## config.mk

```make
export PLATFORM = sky130hd
export DESIGN_NAME = note_scheduler
export DESIGN_NICKNAME = d
export VERILOG_FILES = /design/src/rtl/song_pkg.sv /design/src/rtl/note_scheduler_tick_countdown.sv /design/src/rtl/note_scheduler.sv
export SDC_FILE = /design/constraint.sdc
export NUM_CORES = 1
export LEC_CHECK = 0
export ABC_CLOCK_PERIOD_IN_PS = 2500
export BUFFER_PORTS_ARGS = -buffer_cell sky130_fd_sc_hd__buf_2
export CAP_MARGIN = 25
export CORE_MARGIN = 4
export CORE_UTILIZATION = 49
export CTS_CLUSTER_DIAMETER = 200
export DETAILED_ROUTE_END_ITERATION = 8
export PLACE_DENSITY = 0.76
export SETUP_SLACK_MARGIN = 0.02
export SYNTH_ARGS = -nofsm -noshare
export SYNTH_HDL_FRONTEND = slang
export SYNTH_HIERARCHICAL = 1
export SYNTH_SLANG_ARGS = --single-unit
```

## constraint.sdc

```tcl
create_clock -name clk -period 2.5 [get_ports clk]
set_input_delay 0.125 -clock clk [delete_from_list [all_inputs] [get_ports clk]]
set_output_delay 0.125 -clock clk [all_outputs]
set_load 0.005 [all_outputs]
```

## src/rtl/song_pkg.sv

```systemverilog
// Shared encodings for the song playback path.
// Word layout, op codes and scheduler states.
package song_pkg;

  localparam int PITCH_MSB = 31;
  localparam int PITCH_LSB = 26;
  localparam int DUR_MSB   = 25;
  localparam int DUR_LSB   = 14;
  localparam int GAP_MSB   = 13;
  localparam int GAP_LSB   = 2;
  localparam int OP_MSB    = 1;
  localparam int OP_LSB    = 0;

  typedef enum logic [1:0] {
    OP_NOTE = 2'b00,
    OP_REST = 2'b01,
    OP_END  = 2'b10,
    OP_LOOP = 2'b11
  } op_e;

  typedef enum logic [2:0] {
    S_IDLE,
    S_LEAD,
    S_FETCH,
    S_WAIT,
    S_DECODE,
    S_GAP,
    S_DONE
  } state_e;

  typedef struct packed {
    logic [5:0]  pitch;
    logic [11:0] dur;
    logic [11:0] gap;
    op_e         op;
  } word_t;

  function automatic word_t unpack_word(input logic [31:0] d);
    word_t w;
    w.pitch = d[PITCH_MSB:PITCH_LSB];
    w.dur   = d[DUR_MSB:DUR_LSB];
    w.gap   = d[GAP_MSB:GAP_LSB];
    w.op    = op_e'(d[OP_MSB:OP_LSB]);
    return w;
  endfunction

endpackage

```

## src/rtl/note_scheduler_tick_countdown.sv

```systemverilog
// 12-bit load/decrement-on-tick counter with zero flag.
// A pending tick at load time is absorbed into a nonzero load value.
module tick_countdown (
  input  logic        clk,
  input  logic        reset,
  input  logic        load,
  input  logic [11:0] load_val,
  input  logic        pend,
  input  logic        dec,
  output logic        zero
);

  logic [11:0] cnt;

  always_ff @(posedge clk or negedge reset) begin
    if (!reset) begin
      cnt <= '0;
    end else if (load) begin
      if (pend && load_val != 12'd0)
        cnt <= load_val - 12'd1;
      else
        cnt <= load_val;
    end else if (dec && cnt != 12'd0) begin
      cnt <= cnt - 12'd1;
    end
  end

  assign zero = (cnt == 12'd0);

endmodule

```

## src/rtl/note_scheduler.sv

```systemverilog
// Song sequencer: walks note words in song memory and
// issues timed note_trigger pulses to the action interpreter.
module note_scheduler
  import song_pkg::*;
#(
  parameter int          ADDR_W     = 10,
  parameter logic [11:0] LEAD_TICKS = 12'd10
) (
  input  logic              clk,
  input  logic              reset,
  input  logic              tick,
  input  logic              start,
  input  logic              stop,
  input  logic              pause,
  output logic [ADDR_W-1:0] rom_addr,
  input  logic [31:0]       rom_data,
  output logic              note_trigger,
  output logic [17:0]       note_data,
  output logic              playing,
  output logic              done,
  output logic [ADDR_W-1:0] song_pos
);

  state_e state;
  word_t  w;
  logic   pend_q;
  logic   tick_ok;
  logic   fetching;
  logic   pend_eff;
  logic   last_addr;
  logic   lead_load;
  logic   gap_load;
  logic   lead_zero;
  logic   gap_zero;

  assign w         = unpack_word(rom_data);
  assign tick_ok   = tick & ~pause;
  assign fetching  = (state == S_FETCH) || (state == S_WAIT) ||
                     (state == S_DECODE);
  assign pend_eff  = pend_q | (tick_ok & fetching);
  assign last_addr = &rom_addr;
  assign playing   = (state != S_IDLE) && (state != S_DONE);

  assign lead_load = start && !stop;
  assign gap_load  = !stop && !start && (state == S_DECODE) &&
                     (w.op == OP_NOTE || w.op == OP_REST);

  tick_countdown u_lead (
    .clk      (clk),
    .reset    (reset),
    .load     (lead_load),
    .load_val (LEAD_TICKS),
    .pend     (1'b0),
    .dec      (tick_ok && state == S_LEAD),
    .zero     (lead_zero)
  );

  tick_countdown u_gap (
    .clk      (clk),
    .reset    (reset),
    .load     (gap_load),
    .load_val (w.gap),
    .pend     (pend_eff),
    .dec      (tick_ok && state == S_GAP),
    .zero     (gap_zero)
  );

  always_ff @(posedge clk or negedge reset) begin
    if (!reset) begin
      state        <= S_IDLE;
      rom_addr     <= '0;
      note_trigger <= 1'b0;
      note_data    <= '0;
      done         <= 1'b0;
      song_pos     <= '0;
      pend_q       <= 1'b0;
    end else begin
      note_trigger <= 1'b0;
      done         <= 1'b0;
      if (stop) begin
        state  <= S_IDLE;
        pend_q <= 1'b0;
      end else if (start) begin
        state    <= S_LEAD;
        rom_addr <= '0;
        pend_q   <= 1'b0;
      end else begin
        if (tick_ok && fetching)
          pend_q <= 1'b1;
        unique case (state)
          S_IDLE, S_DONE: ;
          S_LEAD:  if (lead_zero) state <= S_FETCH;
          S_FETCH: state <= S_WAIT;
          S_WAIT:  state <= S_DECODE;
          S_DECODE: begin
            unique case (w.op)
              OP_NOTE, OP_REST: begin
                if (w.op == OP_NOTE) begin
                  note_trigger <= 1'b1;
                  note_data    <= {w.pitch, w.dur};
                end
                song_pos <= rom_addr;
                // zero gap chains straight to the next fetch (chords)
                if (w.gap == 12'd0) begin
                  if (last_addr) begin
                    done  <= 1'b1;
                    state <= S_DONE;
                  end else begin
                    rom_addr <= rom_addr + ADDR_W'(1);
                    state    <= S_FETCH;
                  end
                end else begin
                  state  <= S_GAP;
                  pend_q <= 1'b0;
                end
              end
              OP_LOOP: begin
                rom_addr <= '0;
                state    <= S_FETCH;
              end
              OP_END: begin
                done  <= 1'b1;
                state <= S_DONE;
              end
            endcase
          end
          S_GAP: begin
            if (gap_zero) begin
              if (last_addr) begin
                done  <= 1'b1;
                state <= S_DONE;
              end else begin
                rom_addr <= rom_addr + ADDR_W'(1);
                state    <= S_FETCH;
              end
            end
          end
          default: state <= S_IDLE;
        endcase
      end
    end
  end

endmodule

```

# After elaboration in Yosys (flattened, before gate mapping)
# Index checks and enable logic that the tools add are counted.
# word_totals
register_bits	68
inputBits	38
output_inout_bits	41
wordCells	107
# op_classes
addsub	4
eq_ne	16
muxes	37
n_bitwise	6
reduce_logical	35
# ops
operator	n
$mux W12	5
$mux W10	4
$pmux W10 S2	2
$logic_not A12 Y1	3
$reduce_bool A12 Y1	3
$sub A12 B1 Y12 const B	3
$mux W3	6
$pmux W3 S6	1
$mux W1	16
$ne A4 B4 Y1 const B	3
$logic_and A1 B1 Y1	11
$add A10 B1 Y10 const B	1
$reduce_and A10 Y1	1
$reduce_and A5 Y1	2
$eq A3 B3 Y1 const B	3
$ne A3 B3 Y1 const B	3
$pmux W3 S3	1
$eq A3 B2 Y1 const B	2
$reduce_bool A3 Y1	2
$eq A2 B2 Y1 const B	2
$ne A4 B2 Y1 const B	1
$pmux W1 S2	2
$reduce_and A4 Y1	1
$reduce_bool A2 Y1	2
11 further kinds	18

# Logic depth before layout (Yosys ltp)
# logic_depth
depth_word	10
depth_mapped	11

# By module
# The synthesis kept the hierarchy.
# modules_own_cells
module	instances	cells_each	area_per_inst_um2
note_scheduler	1	192	2195.9
tick_countdown at u_gap	1	119	1079.8
tick_countdown at u_lead	1	109	980.9

# Worst setup path after synthesis
# Ideal clock, no wire load.
# synth_path
path_kind	reg2reg
start	register state[0]
end	register u_lead.cnt[7]
setup_ns	0.137
arrival_time_ns	2.421
path_slack_ns	-0.058
stages_incl_launch_ff	9
cell_sequence	dfrtp_1 > clkbuf_1 > nand2_1 > nor3_1 > or4b_4 > or2_4 > or4b_1 > xor2_1 > mux2i_1
# synth_via
elab_chain_len	4
# synth_rtl
element	line_no	rtl
start: declaration	note_scheduler.sv:24	state_e state;
start signal: assignment	note_scheduler.sv:70	state <= S_IDLE;
start signal: assignment	note_scheduler.sv:81	state <= S_IDLE;
start signal: assignment	note_scheduler.sv:84	state <= S_LEAD;
$eq A3 B1 Y1	note_scheduler.sv:54	.dec (tick_ok && state == S_LEAD),
$logic_and A1 B1 Y1	note_scheduler.sv:54	
$logic_and A1 B1 Y1	note_scheduler_tick_countdown.sv:23	end else if (dec && cnt != 12'd0) begin
$reduce_bool A2 Y1 (no line)	n/a	
end signal: assignment	note_scheduler_tick_countdown.sv:20	cnt <= load_val - 12'd1;
end signal: assignment	note_scheduler_tick_countdown.sv:22	cnt <= load_val;
end signal: assignment	note_scheduler_tick_countdown.sv:24	cnt <= cnt - 12'd1;
end: declaration	note_scheduler_tick_countdown.sv:13	logic [11:0] cnt;
# Every way passes these cells.
# A chain may end at the register's enable or synchronous reset.

# Worst setup path in the final report
# layout_path
start	register u_gap.cnt[1]
end	register rom_addr[5]
# layout_via
elab_chain_len	3
# layout_rtl
element	line_no	rtl
start: declaration	note_scheduler_tick_countdown.sv:13	
start signal: assignment	note_scheduler_tick_countdown.sv:20	
start signal: assignment	note_scheduler_tick_countdown.sv:22	
start signal: assignment	note_scheduler_tick_countdown.sv:24	
$logic_not A12 Y1	note_scheduler_tick_countdown.sv:28	assign zero = (cnt == 12'd0);
net gap_zero	note_scheduler.sv:34	logic gap_zero;
$ne A3 B3 Y1 (no line)	n/a	
$reduce_and A5 Y1 (no line)	n/a	
end signal: assignment	note_scheduler.sv:109	rom_addr <= rom_addr + ADDR_W'(1);
end signal: assignment	note_scheduler.sv:133	rom_addr <= rom_addr + ADDR_W'(1);
end: declaration	note_scheduler.sv:15	output logic [ADDR_W-1:0] rom_addr,
# The timed path passes the listed nets, and every way through them passes these cells.

==> results.txt <==
Distinct cells, synth - 73
Max VDD drop - 0.000378 V
Clock skew - 0.0113 ns
Clk buf depth - 2
Sequential share of the synthesized area - 40.0%
Syn_area_per_cell - 10.1 µm²
Crit-path max cell delay - 0.48 ns
DRC viols - 0
Synthesis-to-finish area growth - 30.2%
Worst skew pair latency - 0.35 ns
Outcome - completed
Clock Power Share - 41.4%
Net Sw Power - 635 µW
Die Wd - 101 µm
Diodes inserted - 0
Top delay family on crit path - simple AND/OR/NAND/NOR gates
Post-synth EDFFs - 0
Max-slew violations - 0
Final Hold Fails - 0
H-Tree Depth - 3
Hold Path Origin - rom_data[28]
Top-count cell post-synth - dfrtp_1
Total Neg Setup Slack - 0 ns
Setup Viol. Count Final - 0
Die height - 101 µm
Fmax - 410 MHz
Pint - 1830 µW
GRT Residual Overflow - 0
Inserted Clock Buffers - 9
Place WS - 0.0135 ns
Dpl cell area - 5070 µm²
Syn Std Cell Area - 4260 µm²
Main synth FF type - dfrtp_1
IO buf count - 78
CTS tree - built
Tcrit/Tclk final - 97.5%
Share of layout cells above drive strength 1 - 30.4%
Worst setup margin - 0.0637 ns
Clock slew at reported path FFs - 0.08 ns
Slew @ Worst Pin - 0.603 ns
Top-area cell type share of the netlist area - 40.0%
Root Driver - clkbuf_8
Switching share of power - 25.8%
Buf/Inv on CP - 2
Mapped Cells - 420
Leak - 0.00266 µW
Crit path from - u_gap/cnt[1]
Tot GR Track Use - 20.9%
I/O pin count - 79
HPWL Detailed - 7620 µm
Critical Path Source Type - flip-flop
Post-layout util - 66.5%
Critical Path RT - 2.74 ns
Crit Path Category - flip-flop to flip-flop
Vias in the first global route - 3684
Yosys warns - 6
WL final - 10500 µm
# fillers - 664
Reg-to-Reg Start - u_gap/cnt[1]
Reg power frac - 47.2%
Worst hold margin - 0.0118 ns
Critical-path cell list - inv_2, ha_4, or4b_4, nor3_4, nand2b_4, nand4b_1, o21bai_4, buf_2, o21a_1, mux2i_1
Asr flop ratio synth - 100%
Critical Path AT - 2.68 ns
Design Area, Final - 5540 µm²
Std-Cell Rows - 33
Antenna viol nets, final - 0
Area contributors post-synth - dfrtp_1, mux2_2, mux2i_1
Total Die Area - 10200 µm²
Final Critical Period - 2.44 ns
Drt initial violations - 215
Core Box Area - 8340 µm²
RSZ-0062 raised after global routing - yes
Max Cap Viol - 0
DR WL/cell - 14.9 µm
Largest net degree at the start of global routing - 35
Via count of the routed design - 3750
PD cells - 445 nW/µm²
Clk sink count - 68
#FFs+latches synth - 68
Max FO, Critical Path - 6
Fin nets - 639
Vias per cell - 5.36
Cell taking the most area after synthesis - dfrtp_1
Synth top cells by count - dfrtp_1, nor2_1, nand2_1
Placer's final routability congestion estimate - 0.896
Global-route wire length before repair - 17200 µm
Critical Path Slowest Stage Cell - or4b_4
Hold/Removal Path Class - input pin to flip-flop
Relative slew margins - 59.6%
Initial antenna violation count - 0
Drt pass-1 iters - 4
Initial core utilization - 51.0%
CP Capture Type - flip-flop
Gate power share - 11.5%
==> through the flow <==
stage                     std cells  total power, µW
after floorplan                 467             1320
after global placement          662             1420
after detailed placement        662             1430
after CTS                       693             2480
after global routing            700             2570
final                           700             2460
==> worst paths after layout <==
kind,endpoint,slack (ns),cells after the start
max in group asynchronous,u_lead/cnt[5],1.67,3
setup reg to reg,rom_addr[5],0.06,10
hold / removal,note_data[14],0.01,2
min in group asynchronous,u_gap/cnt[7],0.14,2
hold reg to reg,note_data[16],0.48,1
setup / recovery,rom_addr[5],0.06,10
==> layout by cell type, fill, tap and decap left out, types with 4 or more instances in the layout <==
| master | netlist | layout |
|---|---|---|
| nor3_1 | 18 | 18 |
| xor2_1 | 11 | 11 |
| a21oi_1 | 18 | 18 |
| nand3_1 | 13 | 13 |
| mux2i_1 | 20 | 20 |
| mux2_2 | 26 | 26 |
| nor4_1 | 7 | 7 |
| nand4_1 | 4 | 4 |
| buf_4 | 1 | 25 |
| a211oi_1 | 7 | 7 |
| o21ai_1 | 5 | 4 |
| o21ai_0 | 14 | 13 |
| nand2_1 | 27 | 27 |
| inv_1 | 16 | 14 |
| xnor2_1 | 15 | 15 |
| dlygate4sd3_1 | 0 | 18 |
| nor2_1 | 29 | 29 |
| dfrtp_1 | 68 | 68 |
| conb_1 | 2 | 49 |
| ha_1 | 11 | 10 |
| nor2b_1 | 4 | 4 |
| buf_2 | 4 | 79 |
| clkbuf_8 | 0 | 9 |
| a31oi_1 | 6 | 6 |
| or3_1 | 5 | 5 |
==> sequential cells by signal, indices dropped and copies added (netlist names) <==
name	cells
u_lead/cnt	12
u_gap/cnt	12
done	1
song_pos	10
state	3
note_trigger	1
pend_q	1
rom_addr	10
note_data	18
==> cell families (layout without fill, tap and decap cells) <==
group	after synthesis	after routing	synth area share [%]
AO/OA/AOI/OAI	78	78	12.9
XOR/XNOR	26	26	5.35
adder cells (fa/ha/maj)	11	11	3.23
buffers and inverters	27	155	2.76
flip-flops	68	68	40.0
multiplexers	48	48	12.1
other	2	49	0.176
AND/OR/NAND/NOR	160	160	23.5
==> cell type report <==
cell class                 instances  area, µm²  area share [%]
clock buffer                       9        124            2.23
tap                              105        131            2.37
clock inverter                     7       98.8            1.78
timing repair buffer             123        774            14.0
inverter                          16       60.1            1.08
sequential                        68       1700            30.7
multi-input combinational        372       2650            47.9
==> layer usage <==
layer	wire [µm]	track usage (%)	up-vias	share of wire (%)
li1	-	-	1839	-
met1	4420	26.2	1791	42
met2	5390	36.3	107	52
met3	494	4.13	13	4.7
met4	156	6.85	0	1.5
met5	0	0	-	0
==> power groups by stage <==
| stage | Clock [µW] | Combinational, µW | Sequential [µW] |
|---|---|---|---|
| 3_3_place_gp | 0 | 242 | 1180 |
| 5_1_grt | 1080 | 322 | 1170 |
| 3_5_place_dp | 0 | 249 | 1180 |
| 2_1_floorplan | 0 | 146 | 1180 |
| 4_1_cts | 1040 | 270 | 1160 |
| 6_report | 1020 | 283 | 1160 |
==> worst reg2reg max path, stage by stage, from the launching register on <==
cell and delay (ns):
dfrtp_1 0.42, inv_2 0.09, ha_4 0.12, or4b_4 0.48, nor3_4 0.21, nand2b_4 0.16, nand4b_1 0.18, o21bai_4 0.26
buf_2 0.21, o21a_1 0.13, mux2i_1 0.06
==> repair_timing <==
action	CTS	global route
hold buffers	15	3
endpoints found under the hold margin	82	3
pin swaps	0	3
endpoints found under the setup margin	1	11
gates cloned	0	1
setup buffers	0	3
gates resized for setup	1	12
Note: power is estimated with default switching activity, not from simulation.
